[src/rtl/uart_rx.sv]
// 8N1 UART receiver with configurable input synchronizer and per-frame latched baud divisor.
// Define UART_RX_FRAMING_ERR_EN to add the framing_err pulse output.
module uart_rx #(
  parameter int SYNC_STAGES = 2
) (
  input  logic       clk,
  input  logic       rst,
  input  logic [7:0] count,
  input  logic       serial_in,
  output logic       rx_active,
  output logic       rx_done,
  output logic [7:0] data_byte
`ifdef UART_RX_FRAMING_ERR_EN
  ,
  output logic       framing_err
`endif
);

  typedef enum logic [2:0] {
    IDLE    = 3'd0,
    START   = 3'd1,
    DATA    = 3'd2,
    STOP    = 3'd3,
    CLEANUP = 3'd4
  } state_t;

  state_t state, state_n;

  logic [SYNC_STAGES-1:0] sync_q;
  logic                   rxs;
  logic [7:0]             timer, timer_n;
  logic [2:0]             bit_idx, bit_idx_n;
  logic [7:0]             shift, shift_n;
  logic [7:0]             div, div_n;
  logic [7:0]             byte_n;
  logic                   active_n;
  logic                   done_n;
  logic                   fe_n;
  logic                   armed, armed_n;
  logic [7:0]             half_m1;
  logic [7:0]             div_m1;

  assign rxs     = sync_q[SYNC_STAGES-1];
  assign half_m1 = (div >> 1) - 8'd1;
  assign div_m1  = div - 8'd1;

  always_ff @(posedge clk or posedge rst) begin
    if (rst) begin
      sync_q <= '1;
    end else begin
      sync_q <= {sync_q[SYNC_STAGES-2:0], serial_in};
    end
  end

  always_ff @(posedge clk or posedge rst) begin
    if (rst) begin
      state     <= IDLE;
      timer     <= 8'd0;
      bit_idx   <= 3'd0;
      shift     <= 8'd0;
      div       <= 8'd2;
      data_byte <= 8'd0;
      rx_active <= 1'b0;
      rx_done   <= 1'b0;
      armed     <= 1'b1;
    end else begin
      state     <= state_n;
      timer     <= timer_n;
      bit_idx   <= bit_idx_n;
      shift     <= shift_n;
      div       <= div_n;
      data_byte <= byte_n;
      rx_active <= active_n;
      rx_done   <= done_n;
      armed     <= armed_n;
    end
  end

`ifdef UART_RX_FRAMING_ERR_EN
  always_ff @(posedge clk or posedge rst) begin
    if (rst) begin
      framing_err <= 1'b0;
    end else begin
      framing_err <= fe_n;
    end
  end
`endif

  always_comb begin
    state_n   = state;
    timer_n   = timer;
    bit_idx_n = bit_idx;
    shift_n   = shift;
    div_n     = div;
    byte_n    = data_byte;
    active_n  = rx_active;
    done_n    = 1'b0;
    fe_n      = 1'b0;
    case (state)
      IDLE: begin
        // armed blocks re-triggering on a line still held low after a framing error
        if (!rxs && armed) begin
          timer_n  = 8'd0;
          div_n    = (count < 8'd2) ? 8'd2 : count;
          active_n = 1'b1;
          state_n  = START;
        end
      end
      START: begin
        if (timer == half_m1) begin
          timer_n = 8'd0;
          if (!rxs) begin
            bit_idx_n = 3'd0;
            state_n   = DATA;
          end else begin
            active_n = 1'b0;
            state_n  = IDLE;
          end
        end else begin
          timer_n = timer + 8'd1;
        end
      end
      DATA: begin
        if (timer == div_m1) begin
          timer_n = 8'd0;
          shift_n = {rxs, shift[7:1]};
          if (bit_idx == 3'd7) begin
            bit_idx_n = 3'd0;
            state_n   = STOP;
          end else begin
            bit_idx_n = bit_idx + 3'd1;
          end
        end else begin
          timer_n = timer + 8'd1;
        end
      end
      STOP: begin
        if (timer == div_m1) begin
          timer_n = 8'd0;
          if (rxs) begin
            byte_n = shift;
            done_n = 1'b1;
          end else begin
            fe_n = 1'b1;
          end
          state_n = CLEANUP;
        end else begin
          timer_n = timer + 8'd1;
        end
      end
      CLEANUP: begin
        active_n = 1'b0;
        state_n  = IDLE;
      end
      default: begin
        active_n = 1'b0;
        state_n  = IDLE;
      end
    endcase
    armed_n = armed;
    if (rxs) armed_n = 1'b1;
    if (fe_n) armed_n = 1'b0;
  end

endmodule

[config.mk]
export PLATFORM = sky130hd
export DESIGN_NAME = uart_rx
export DESIGN_NICKNAME = d
export VERILOG_FILES = /design/src/rtl/uart_rx.sv
export SDC_FILE = /design/constraint.sdc
export NUM_CORES = 1
export LEC_CHECK = 0
export CAP_MARGIN = 40
export CORE_MARGIN = 2
export CORE_UTILIZATION = 40
export CTS_CLUSTER_SIZE = 24
export DETAILED_ROUTE_END_ITERATION = 7
export PLACE_DENSITY = 0.7
export SYNTH_ARGS = -nofsm -noshare
export SYNTH_HDL_FRONTEND = slang
export SYNTH_SLANG_ARGS = --single-unit
export TNS_END_PERCENT = 20
[constraint.sdc]
create_clock -name clk -period 2.7 [get_ports clk]
set_input_delay 0.54 -clock clk [delete_from_list [all_inputs] [get_ports clk]]
set_output_delay 0.54 -clock clk [all_outputs]
set_load 0.03 [all_outputs]
Yosys cells after proc, flatten, opt, wreduce, memory -nomap -nowiden
Index checks and enable logic that the tools add are counted.
{"block": "op_classes", "n_mux": 29, "n_reduce_logical": 14, "n_addsub": 4, "bitwise": 1, "magnitude_cmp": 1, "eq_ne": 13}
{"operator": "$mux 8", "count": 4}
{"operator": "$mux 3", "count": 9}
{"operator": "$pmux 8 s3", "count": 1}
{"operator": "$eq 8x8->1", "count": 2}
{"operator": "$ne 2x2->1 const B", "count": 7}
{"operator": "$pmux 3 s4", "count": 1}
{"operator": "$mux 1", "count": 11}
{"operator": "$add 8x1->8 const B", "count": 1}
{"operator": "$lt 8x2->1 const B", "count": 1}
{"operator": "$reduce_and 4->1", "count": 2}
{"operator": "$sub 7x1->8 const B", "count": 1}
{"operator": "$sub 8x1->8 const B", "count": 1}
{"operator": "$eq 3x2->1 const B", "count": 2}
{"operator": "$pmux 3 s2", "count": 1}
{"operator": "$reduce_and 2->1", "count": 3}
{"operator": "$reduce_and 5->1", "count": 1}
{"operator": "$reduce_bool 2->1", "count": 2}
{"operator": "$add 3x1->3 const B", "count": 1}
{"operator": "$eq 3x1->1 const B", "count": 1}
{"operator": "$eq 3x3->1 const B", "count": 1}
{"operator": "$logic_not 3->1", "count": 1}
{"operator": "$pmux 1 s3", "count": 1}
{"operator": "$reduce_and 3->1", "count": 1}
{"operator": "$reduce_bool 3->1", "count": 1}
{"operator": "other kinds (5)", "count": 5}
{"block": "word_totals", "register_bits": 43}

Longest topological paths before layout
{"block": "logic_depth", "word_depth": 5, "ltp_mapped": 9, "depth_no_buf": 8}

Worst setup path after synthesis
Ideal clock, no wire load.
{"block": "synth_timing", "path_type": "flip-flop to flip-flop", "start": "register div[1]", "end": "register shift[0]", "setup_slack_ns": 0.034, "arrival_ns": 2.541, "required_ns": 2.575, "stages_incl_launch_ff": 10, "path_cell_list": "dfstp_2 > inv_1 > ha_1 > xnor2_2 > xnor2_1 > o22a_1 > a2111o_1 > or3_1 > buf_4 > mux2_4"}
{"block": "synth_between", "elab_chain_len": 3}
{"element": "from (decl)", "line": "34", "rtl": "logic [7:0] div, div_n;"}
{"element": "from (signal assigned)", "line": "71", "rtl": "div <= div_n;"}
{"element": "$sub 8x1->8", "line": "45", "rtl": "assign div_m1 = div - 8'd1;"}
{"element": "$eq 8x8->1", "line": "124", "rtl": "if (timer == div_m1) begin"}
{"element": "$reduce_and 2->1 (no source line)"}
{"element": "to (signal assigned)", "line": "70", "rtl": "shift <= shift_n;"}
{"element": "to (decl)", "line": "33", "rtl": "logic [7:0] shift, shift_n;"}
Every way passes these cells.
A chain may end at the register's enable or synchronous reset.

Worst setup path after layout
{"block": "layout_timing", "start": "register div[1]", "end": "register shift[1]"}
Same word-level chain as after synthesis.

==> flow_summary.toml <==
[global_routing]
grt_pass1_wl_microns = 9320
grt_overflow_total = 0
grtUsageTotal_pct = 16.7
antenna_found_initial = 0
grt_max_degree = 19
grt_pass1_vias = 1888

[floorplan]
die_x_microns = 83.4
die_h_microns = 83.4
fp-row-count = 28
dieArea_sq_um = 6950
start_util_pct = 42.1
io_pins = 21
coreArea_sq_um = 5990

[placed_design]
placed_area_sq_um = 2900
dp_slack_ps = -32.4
dp_cells = 339
gp_congestion = 0.877
io_buffers = 20
place_hpwl_microns = 3850

[detailed_routing]
initialDrtViolationCount = 111
wl_per_cell_microns = 15.6
via_per_inst = 5.46
drc_errors = 0
wl_microns = 5400
vias = 1896
ant_nets = 0
drt_first_pass_iters = 4

[clock_tree]
cts_root_buf = "clkbuf_8"
cts_made_buffers = 5
cts_tree = "done"
clk_pin_slew_ps = 90
h-tree-depth = 2
holdBufCountCts = 0
cts_buffer_depth = 2
insertion_delay_ps = 300
cts_sinks = 43

[critical_path]
end_kind = "flip-flop"
worst-setup-path-type = "flip-flop to flip-flop"
arrival_ps = 2830
cp.required_ps = 2900
worstPathMaxFanout = 10
critPathLaunchType = "flip-flop"

[sta]
finalMaxSlewViolations = 0
worstMarginPinSlew_ps = 589
whs_ps = 360
relSlewSlack_pct = 60.5
setup_slack_ps = 68.8
period_needed_ps = 2630
fin_crit_sh_pct = 97.5
finClkSkew_ps = 3.95
hold_viol = 0
fmax_mhz = 380
setup_viol = 0

[min_path]
hp-class = "flip-flop to flip-flop"

[power_and_ir_drop]
powerDensity_nw_per_um2 = 921
p_leak_nw = 1.32
total_power_mw = 2.84
ir_drop_mv = 0.439

[logic_synthesis]
synthesis.nets = 253
avgSynthCellArea_sq_um = 10.6
netlist_area_sq_um = 2520
ys_types = 55
synthArstFlopShare_pct = 100
ys_seq_area_share_pct = 42.9
yosys-top-cells-count = "dfrtp_1, inv_1, mux2_2"
synth_seq_cells = 43
yosys_warnings = 0
synth.most_common_cell = "dfrtp_1"
synth_area_leaders = "dfrtp_1, mux2_2, mux2_4, dfstp_2, xnor2_1"
netlist.area_leader.share_pct = 38.7
synth_top_area_cell = "dfrtp_1"
synth_cells = 237
synth_ff_type = "dfrtp_1"
synth-edff-count = 0

[run]
max_cap_violations = 0

[finish]
fillers = 522
design_area_sq_um = 3090
drive_gt1_share_pct = 27.6
fin_nets = 287
fin_cells = 347
syn_to_final_growth_pct = 22.5
antenna_cells = 0

[status]
status = "complete, no violations"
## flip-flops by register name, summed over array words and instances (netlist names)
register   cells
shift          8
rx_done        1
state          3
data_byte      8
bit_idx        3
rx_active      1
div            8
sync_q         2
timer          8
armed          1
## what timing repair did
action,CTS,global route
gates resized for setup,3,14
pin swaps,1,3
endpoints found under the setup margin,20,26
buffers inserted,0,0
## metal layers
layer  vias to the layer above  GRT usage [%]  part of all wire, %
met5                         -              0                    0
met4                         0           5.81                  1.4
met3                         6           3.58                  3.3
met2                        30           26.0                   47
met1                       933           23.0                   48
li1                        927              -                    -
## cells in the final DEF (no fill, tap or decap), types with 4 or more instances in the layout
cell | synthesis | routed
buf_4 | 2 | 18
nor2_1 | 8 | 8
inv_1 | 14 | 12
nor3_1 | 5 | 5
xor2_1 | 6 | 6
nand3_1 | 8 | 8
mux2_4 | 8 | 8
dfstp_2 | 4 | 4
o31ai_1 | 4 | 4
nand2_1 | 10 | 10
mux2_2 | 14 | 14
nor2b_1 | 8 | 8
and3_1 | 5 | 5
nand2b_1 | 7 | 7
xnor2_1 | 11 | 11
o21ai_0 | 10 | 9
dfrtp_1 | 39 | 39
and2_1 | 5 | 5
clkbuf_8 | 0 | 5
a21oi_1 | 7 | 6
clkdlybuf4s50_1 | 0 | 20
## metrics by stage
stage | setup TNS, ps | util, %
after global routing | -134 | 51.5
after floorplan | 0 | -
after detailed placement | -255 | 48.5
after CTS | 0 | 50.3
after global placement | 0 | 48.5
final | 0 | 51.5
## final cells by class
cell class / count / area, sq um / area share (%)
Sequential cell: 43 / 1080 / 35.0
Multi-Input combinational cell: 167 / 1400 / 45.3
Clock inverter: 3 / 25.0 / 0.811
Clock buffer: 5 / 68.8 / 2.23
Tap cell: 75 / 93.8 / 3.04
Timing Repair Buffer: 40 / 367 / 11.9
Inverter: 14 / 52.6 / 1.70
## cells by family after synthesis
| logic type | count (synthesis) | synth area share, % |
|---|---|---|
| buffers and inverters | 27 | 4.96 |
| muxes | 24 | 11.9 |
| AOI/OAI and AO/OA | 49 | 15.3 |
| and+or+nand+nor | 71 | 15.9 |
| adders and majority gates | 5 | 2.48 |
| xor gates and xnor gates | 18 | 6.55 |
| DFF | 43 | 42.9 |
## power by group
group	internal [mW]	switching [mW]	total (mW)
Clock	0.185	0.242	0.427
Sequential	0.786	0.246	1.03
Combinational	0.705	0.678	1.38
Total	1.68	1.17	2.84
## worst paths after layout
path	from	end	slack [ps]	cells past startpoint
max	div[1]$_DFFE_PP1P_	shift[1]$_DFFE_PP0P_	70	8
min	sync_q[0]$_DFF_PP1_	sync_q[1]$_DFF_PP1_	360	0
max reg2reg	div[1]$_DFFE_PP1P_	shift[1]$_DFFE_PP0P_	70	8
min reg2reg	sync_q[0]$_DFF_PP1_	sync_q[1]$_DFF_PP1_	360	0
max in group asynchronous	rst	armed$_DFFE_PP1P_	1540	3
min in group asynchronous	rst	shift[1]$_DFFE_PP0P_	530	2
## critical path, cell delays in order (launching register included)
cell and delay (ps):
dfstp_2 550, inv_2 60, ha_2 190, nand2b_1 160, a311o_1 340, a2111o_1 440, or3_1 330, buf_6 160
mux2_4 300
Note: power is estimated with default switching activity, not from simulation.
